--- src/rtl/vc_fifo_pkg.sv ---
// Shared defaults and width helper for the virtual-channel FIFO bank.
package vc_fifo_pkg;

  localparam int DEF_DATA_SIZE = 6;
  localparam int DEF_ADDR_W    = 2;
  localparam int DEF_NUM_VC    = 2;

  // Bits needed to name one of n channels; never narrower than one bit.
  function automatic int vcWidth(input int n);
    return (n <= 2) ? 1 : $clog2(n);
  endfunction

endpackage

--- src/rtl/vc_fifo_chan.sv ---
// One virtual channel: storage, pointers, occupancy count, status flags,
// hysteretic pause and sticky error.
module vc_fifo_chan
  import vc_fifo_pkg::*;
#(
  parameter int DATA_SIZE = DEF_DATA_SIZE,
  parameter int ADDR_W    = DEF_ADDR_W
) (
  input  logic                 i_clk,
  input  logic                 i_reset_L,
  input  logic                 i_push,
  input  logic [DATA_SIZE-1:0] i_data,
  input  logic                 i_pop,
  input  logic [ADDR_W:0]      i_afThr,
  input  logic [ADDR_W:0]      i_aeThr,
  input  logic                 i_errClr,
  output logic [DATA_SIZE-1:0] o_data,
  output logic                 o_valid,
  output logic                 o_empty,
  output logic                 o_full,
  output logic                 o_almostFull,
  output logic                 o_almostEmpty,
  output logic                 o_pause,
  output logic                 o_error
);

  localparam int              DEPTH    = 2 ** ADDR_W;
  localparam logic [ADDR_W:0] FULL_CNT = (ADDR_W + 1)'(DEPTH);

  logic [DATA_SIZE-1:0] r_mem [DEPTH];
  logic [ADDR_W-1:0]    r_wrPtr;
  logic [ADDR_W-1:0]    r_rdPtr;
  logic [ADDR_W:0]      r_count;
  logic [DATA_SIZE-1:0] r_data;
  logic                 r_valid;
  logic                 r_pause;
  logic                 r_error;

  logic                 w_empty;
  logic                 w_full;
  logic                 w_pushOk;
  logic                 w_popOk;
  logic                 w_errEvent;
  logic [ADDR_W:0]      w_countNext;

  assign w_empty = (r_count == '0);
  assign w_full  = (r_count == FULL_CNT);

  // A full channel still takes a push when a pop frees a slot on the same
  // edge; an empty channel never forwards a same-cycle push to the reader.
  assign w_popOk    = i_pop && !w_empty;
  assign w_pushOk   = i_push && (!w_full || w_popOk);
  assign w_errEvent = (i_push && w_full && !i_pop) || (i_pop && w_empty);

  // Next occupancy, used by the count register and the pause hysteresis.
  always_comb begin
    w_countNext = r_count;
    if (w_pushOk && !w_popOk) begin
      w_countNext = r_count + 1'b1;
    end else if (!w_pushOk && w_popOk) begin
      w_countNext = r_count - 1'b1;
    end
  end

  // Storage write; contents are don't-care after reset, so no reset here.
  always_ff @(posedge i_clk) begin
    if (w_pushOk) begin
      r_mem[r_wrPtr] <= i_data;
    end
  end

  // Pointers, count, read register, pause and sticky error.
  always_ff @(posedge i_clk or negedge i_reset_L) begin
    if (!i_reset_L) begin
      r_wrPtr <= '0;
      r_rdPtr <= '0;
      r_count <= '0;
      r_data  <= '0;
      r_valid <= 1'b0;
      r_pause <= 1'b0;
      r_error <= 1'b0;
    end else begin
      if (w_pushOk) begin
        r_wrPtr <= r_wrPtr + 1'b1;
      end
      if (w_popOk) begin
        r_rdPtr <= r_rdPtr + 1'b1;
        r_data  <= r_mem[r_rdPtr];
      end
      r_valid <= w_popOk;
      r_count <= w_countNext;
      if (w_countNext >= i_afThr) begin
        r_pause <= 1'b1;
      end else if (w_countNext <= i_aeThr) begin
        r_pause <= 1'b0;
      end
      r_error <= w_errEvent | (r_error & ~i_errClr);
    end
  end

  assign o_data        = r_data;
  assign o_valid       = r_valid;
  assign o_pause       = r_pause;
  assign o_error       = r_error;
  assign o_empty       = w_empty;
  assign o_full        = w_full;
  assign o_almostFull  = (r_count >= i_afThr);
  assign o_almostEmpty = !w_empty && (r_count <= i_aeThr);

endmodule

--- src/rtl/vc_fifo_bank.sv ---
// Bank of independent FIFO channels sharing one write port and per-channel
// read ports; the top only steers the push to the addressed channel.
module vc_fifo_bank
  import vc_fifo_pkg::*;
#(
  parameter int  DATA_SIZE = DEF_DATA_SIZE,
  parameter int  ADDR_W    = DEF_ADDR_W,
  parameter int  NUM_VC    = DEF_NUM_VC,
  localparam int VC_W      = vcWidth(NUM_VC)
) (
  input  logic                        clk,
  input  logic                        reset_L,
  input  logic                        push,
  input  logic [VC_W-1:0]             push_vc,
  input  logic [DATA_SIZE-1:0]        data_in,
  input  logic [NUM_VC-1:0]           pop,
  input  logic [ADDR_W:0]             af_thr,
  input  logic [ADDR_W:0]             ae_thr,
  input  logic [NUM_VC-1:0]           err_clr,
  output logic [NUM_VC*DATA_SIZE-1:0] data_out,
  output logic [NUM_VC-1:0]           valid_out,
  output logic [NUM_VC-1:0]           fifo_empty,
  output logic [NUM_VC-1:0]           fifo_full,
  output logic [NUM_VC-1:0]           almost_full,
  output logic [NUM_VC-1:0]           almost_empty,
  output logic [NUM_VC-1:0]           fifo_pause,
  output logic [NUM_VC-1:0]           fifo_error
);

  logic [NUM_VC-1:0] w_pushSel;

  // One-hot push steering; an out-of-range push_vc addresses no channel.
  always_comb begin
    w_pushSel = '0;
    for (int i = 0; i < NUM_VC; i++) begin
      w_pushSel[i] = push && (push_vc == VC_W'(i));
    end
  end

  for (genvar g = 0; g < NUM_VC; g++) begin : gen_chan
    vc_fifo_chan #(
      .DATA_SIZE (DATA_SIZE),
      .ADDR_W    (ADDR_W)
    ) u_chan (
      .i_clk         (clk),
      .i_reset_L     (reset_L),
      .i_push        (w_pushSel[g]),
      .i_data        (data_in),
      .i_pop         (pop[g]),
      .i_afThr       (af_thr),
      .i_aeThr       (ae_thr),
      .i_errClr      (err_clr[g]),
      .o_data        (data_out[g*DATA_SIZE +: DATA_SIZE]),
      .o_valid       (valid_out[g]),
      .o_empty       (fifo_empty[g]),
      .o_full        (fifo_full[g]),
      .o_almostFull  (almost_full[g]),
      .o_almostEmpty (almost_empty[g]),
      .o_pause       (fifo_pause[g]),
      .o_error       (fifo_error[g])
    );
  end

endmodule

--- config.mk ---
export PLATFORM = sky130hd
export DESIGN_NAME = vc_fifo_bank
export DESIGN_NICKNAME = d
export VERILOG_FILES = /design/src/rtl/vc_fifo_pkg.sv /design/src/rtl/vc_fifo_chan.sv /design/src/rtl/vc_fifo_bank.sv
export SDC_FILE = /design/constraint.sdc
export NUM_CORES = 1
export LEC_CHECK = 0
export ABC_AREA = 1
export BUFFER_PORTS_ARGS = -buffer_cell sky130_fd_sc_hd__buf_2
export CAP_MARGIN = 20
export CORE_ASPECT_RATIO = 0.75
export CORE_UTILIZATION = 60
export DETAILED_ROUTE_END_ITERATION = 10
export HOLD_SLACK_MARGIN = 0.02
export PLACE_DENSITY = 0.82
export SETUP_SLACK_MARGIN = 0.2
export SLEW_MARGIN = 10
export SYNTH_ARGS = -nofsm -noshare
export SYNTH_HDL_FRONTEND = slang
export SYNTH_HIERARCHICAL = 1
export SYNTH_SLANG_ARGS = --single-unit
--- constraint.sdc ---
create_clock -name clk -period 3.7 [get_ports clk]
set_clock_uncertainty 0.2 [all_clocks]
set_input_delay 0.185 -clock clk [delete_from_list [all_inputs] [get_ports clk]]
set_output_delay 0.185 -clock clk [all_outputs]
set_load 0.02 [all_outputs]
==> metrics.csv <==
metric,value,unit
status,finished clean,
initial antenna violation count,0,
CTS tree,built,
GP Congestion,0.841,
first-pass GRT wire length,13200,um
layout cells sized above 1,18.5,%
htree depth,3,
Post-route DRC,0,
unrepaired setup endpoints after global routing,false,
MaxCap Viol Count,0,
arrival time at the worst endpoint,2.46,ns
Nets,513,
Starting DRT DRC Count,266,
Leak,2.09,nW
top-area cell type share of the netlist area,35.5,%
Cell Pwr Density,783,mW/mm^2
Sequential Power Share,38.5,%
Max stage delay on crit path,0.42,ns
clock latency on the worst-skew pair,0.34,ns
Fmax,412,MHz
Synth cell types,26,
clk sinks,80,
Pint,2.09,mW
Net Switching,1.56,mW
crit path cell chain,inv_1 > ha_1 > nand2_4 > nand2_4 > nand3_4 > nor2_1 > a21oi_2 > ha_1 > o21ai_0 > nand2_1 > a21oi_1 > nand2_1,
Mapped Cells,394,
CP Launch Type,flop,
total grt overflow,0,
largest net degree at the start of global routing,33,
Setup-failing EPs final,0,
peak supply drop,0.402,mV
CP required,3.73,ns
Synth Cell Area,0.00406,mm^2
setup bufs post-CTS,0,
cell taking the most area after synthesis,edfxtp_1,
fin crit share,65.6,%
IO Pins,46,
worst slew pin tran,0.830,ns
"delay-heaviest family, CP",simple AND/OR/NAND/NOR gates,
"Seq/Total Area, Yosys",55.3,%
#FFs+latches synth,80,
remaining antenna violation count,0,
Via density,5.42,
DR pass1 iterations,5,
Root Driver,clkbuf_8,
via count of the first global-routing pass,2728,
CTS resizes,0,
CP max FO,10,
worst hold path class,in2reg,
switching part of the total,42.7,%
Comb pwr share,44.1,%
Worst-path clk slew,0.08,ns
die area,0.00710,mm^2
final wirelength,8080,um
list of most frequent post-synthesis cells,"nor2_1 (96), edfxtp_1 (48), ha_1 (38), inv_1 (38), dfrtp_1 (32)",
total of warnings raised by yosys,6,
number of diodes,0,
"Primary FF master, synth",edfxtp_1,
Avg Inst Size Synth,10.3,um^2
slowest CP cell,dfrtp_1,
crit path buf inv count,1,
"EDFF count, synth",48,
core area,0.00641,mm^2
Max Buffers Root-to-Sink,2,
Rows,25,
initial core utilization,63.3,%
CP Class,reg2reg,
Layout area overhead,14.9,%
FF+latch area,0.00224,mm^2
syn_nets,452,
post-DP HPWL,5610,um
post-synthesis async set-or-reset flop share,40.0,%
Clk network pwr share,17.4,%
Slew HR,44.7,%
total track usage,24.5,%
most numerous cell in the Yosys netlist,nor2_1,
die height,73.2,um
via count,2930,
CP endpoint kind,flop,
area occupied by multi-input gates,0.00161,mm^2
TritonCTS buffer count,9,
routed length per instance,14.9,um
Synth area leaders,"edfxtp_1 (36%), dfrtp_1 (20%), ha_1 (12%)",
Pins Over Slew Limit,0,
Fillers,445,
DP Cell Count,514,
Setup TNS Final,0,ns
"Core Util, Final",72.7,%
PortBufs,45,
final critical-path required period,2.43,ns
Finished Layout Cells,541,
die width,96.9,um
final hold vios,0,
-- per-layer routing --
layer / global-route usage (%) / wire [um] / up-vias
met5: 0 / 0 / -
met4: 6.47 / 49 / 0
met3: 5.75 / 453 / 4
met2: 40.3 / 3960 / 81
met1: 33.4 / 3620 / 1397
li1: - / - / 1448
-- final timing paths --
kind                                                from                             to  slack [ns]  depth (start not counted)
max                        gen_chan[1].u_chan/r_count[0]     gen_chan[1].u_chan/o_pause        1.27                         12
min                                              push_vc  gen_chan[0].u_chan/r_count[0]        0.08                          4
max reg2reg                gen_chan[1].u_chan/r_count[0]     gen_chan[1].u_chan/o_pause        1.27                         12
min reg2reg                gen_chan[0].u_chan/r_count[0]  gen_chan[0].u_chan/r_count[0]        0.33                          1
max in group asynchronous                        reset_L   gen_chan[0].u_chan/o_data[0]        2.49                          2
min in group asynchronous                        reset_L     gen_chan[1].u_chan/o_error        0.28                          2
-- state kept, by name, summed over array words and instances (netlist names) --
signal	flops
gen_chan.u_chan/r_count	6
gen_chan.u_chan/o_pause	2
gen_chan.u_chan/o_error	2
gen_chan.u_chan/o_data	12
gen_chan.u_chan/r_rdPtr	4
gen_chan.u_chan/r_mem	48
gen_chan.u_chan/r_wrPtr	4
gen_chan.u_chan/o_valid	2
-- tightest hold or removal path, stage by stage --
cell     delay, ns
buf_2         0.10
nor2_2        0.09
nand3_4       0.14
o21ai_1       0.07
-- cell usage in the layout (no fill, tap or decap) --
master	instances
a21oi_1	24
a21oi_2	2
buf_2	45
bufinv_16	1
clkbuf_1	1
clkbuf_8	9
clkinv_2	1
clkinv_4	3
clkinvlp_4	1
dfrtp_1	32
dlygate4sd3_1	11
edfxtp_1	48
ha_1	38
inv_1	38
inv_2	4
inv_6	2
nand2_1	27
nand2_2	4
nand2_4	4
nand3_1	12
nand3_2	2
nand3_4	2
nand4_1	4
nor2_1	96
nor2_2	1
nor2_4	2
o211ai_1	2
o21ai_0	30
o21ai_1	2
o21ai_4	2
o221ai_1	2
xnor2_1	2
xor2_1	6
-- cell type report --
| cell class | count | area share [%] |
|---|---|---|
| sequential | 80 | 48.1 |
| multi-input combinational | 264 | 34.5 |
| timing repair buffer | 56 | 7.20 |
| inverter | 44 | 3.76 |
| clock buffer | 10 | 2.74 |
| tap | 81 | 2.18 |
| clock inverter | 6 | 1.48 |
-- what timing repair did --
item | in CTS | in global routing
endpoints found under the hold margin | 82 | 0
hold buffers | 11 | 0
endpoints found under the setup margin | 0 | 0
-- stage by stage --
| step | setup WS (ns) | hold slack, ns | cell area, um^2 | power (mW) |
|---|---|---|---|---|
| 2_1_floorplan | 1.47 | -0.311 | 4060 | 2.56 |
| 3_3_place_gp | 1.36 | 0.103 | 4350 | 2.92 |
| 3_5_place_dp | 1.27 | 0.118 | 4350 | 3.00 |
| 4_1_cts | 1.25 | 0.0579 | 4660 | 3.67 |
| 5_1_grt | 1.01 | 0.0781 | 4660 | 3.95 |
| 6_report | 1.27 | 0.0775 | 4660 | 3.65 |
-- kinds of logic (layout without fill, tap and decap cells) --
family,Yosys count,after routing,synth area share (%)
DFF,80,80,55.3
buffers and inverters,50,116,5.06
xor gates and xnor gates,8,8,1.73
adders and majority gates,38,38,11.7
AOI/OAI and AO/OA,64,64,8.95
and+or+nand+nor,154,154,17.3
-- power groups by stage --
| stage | Clock (mW) | Sequential [mW] | Combinational, mW |
|---|---|---|---|
| floorplan | 0 | 1.44 | 1.12 |
| global placement | 0 | 1.40 | 1.51 |
| detailed placement | 0 | 1.42 | 1.58 |
| CTS | 0.649 | 1.40 | 1.62 |
| global route | 0.685 | 1.44 | 1.83 |
| finish | 0.635 | 1.40 | 1.61 |
No activity file was read; power rests on OpenSTA's default activity.
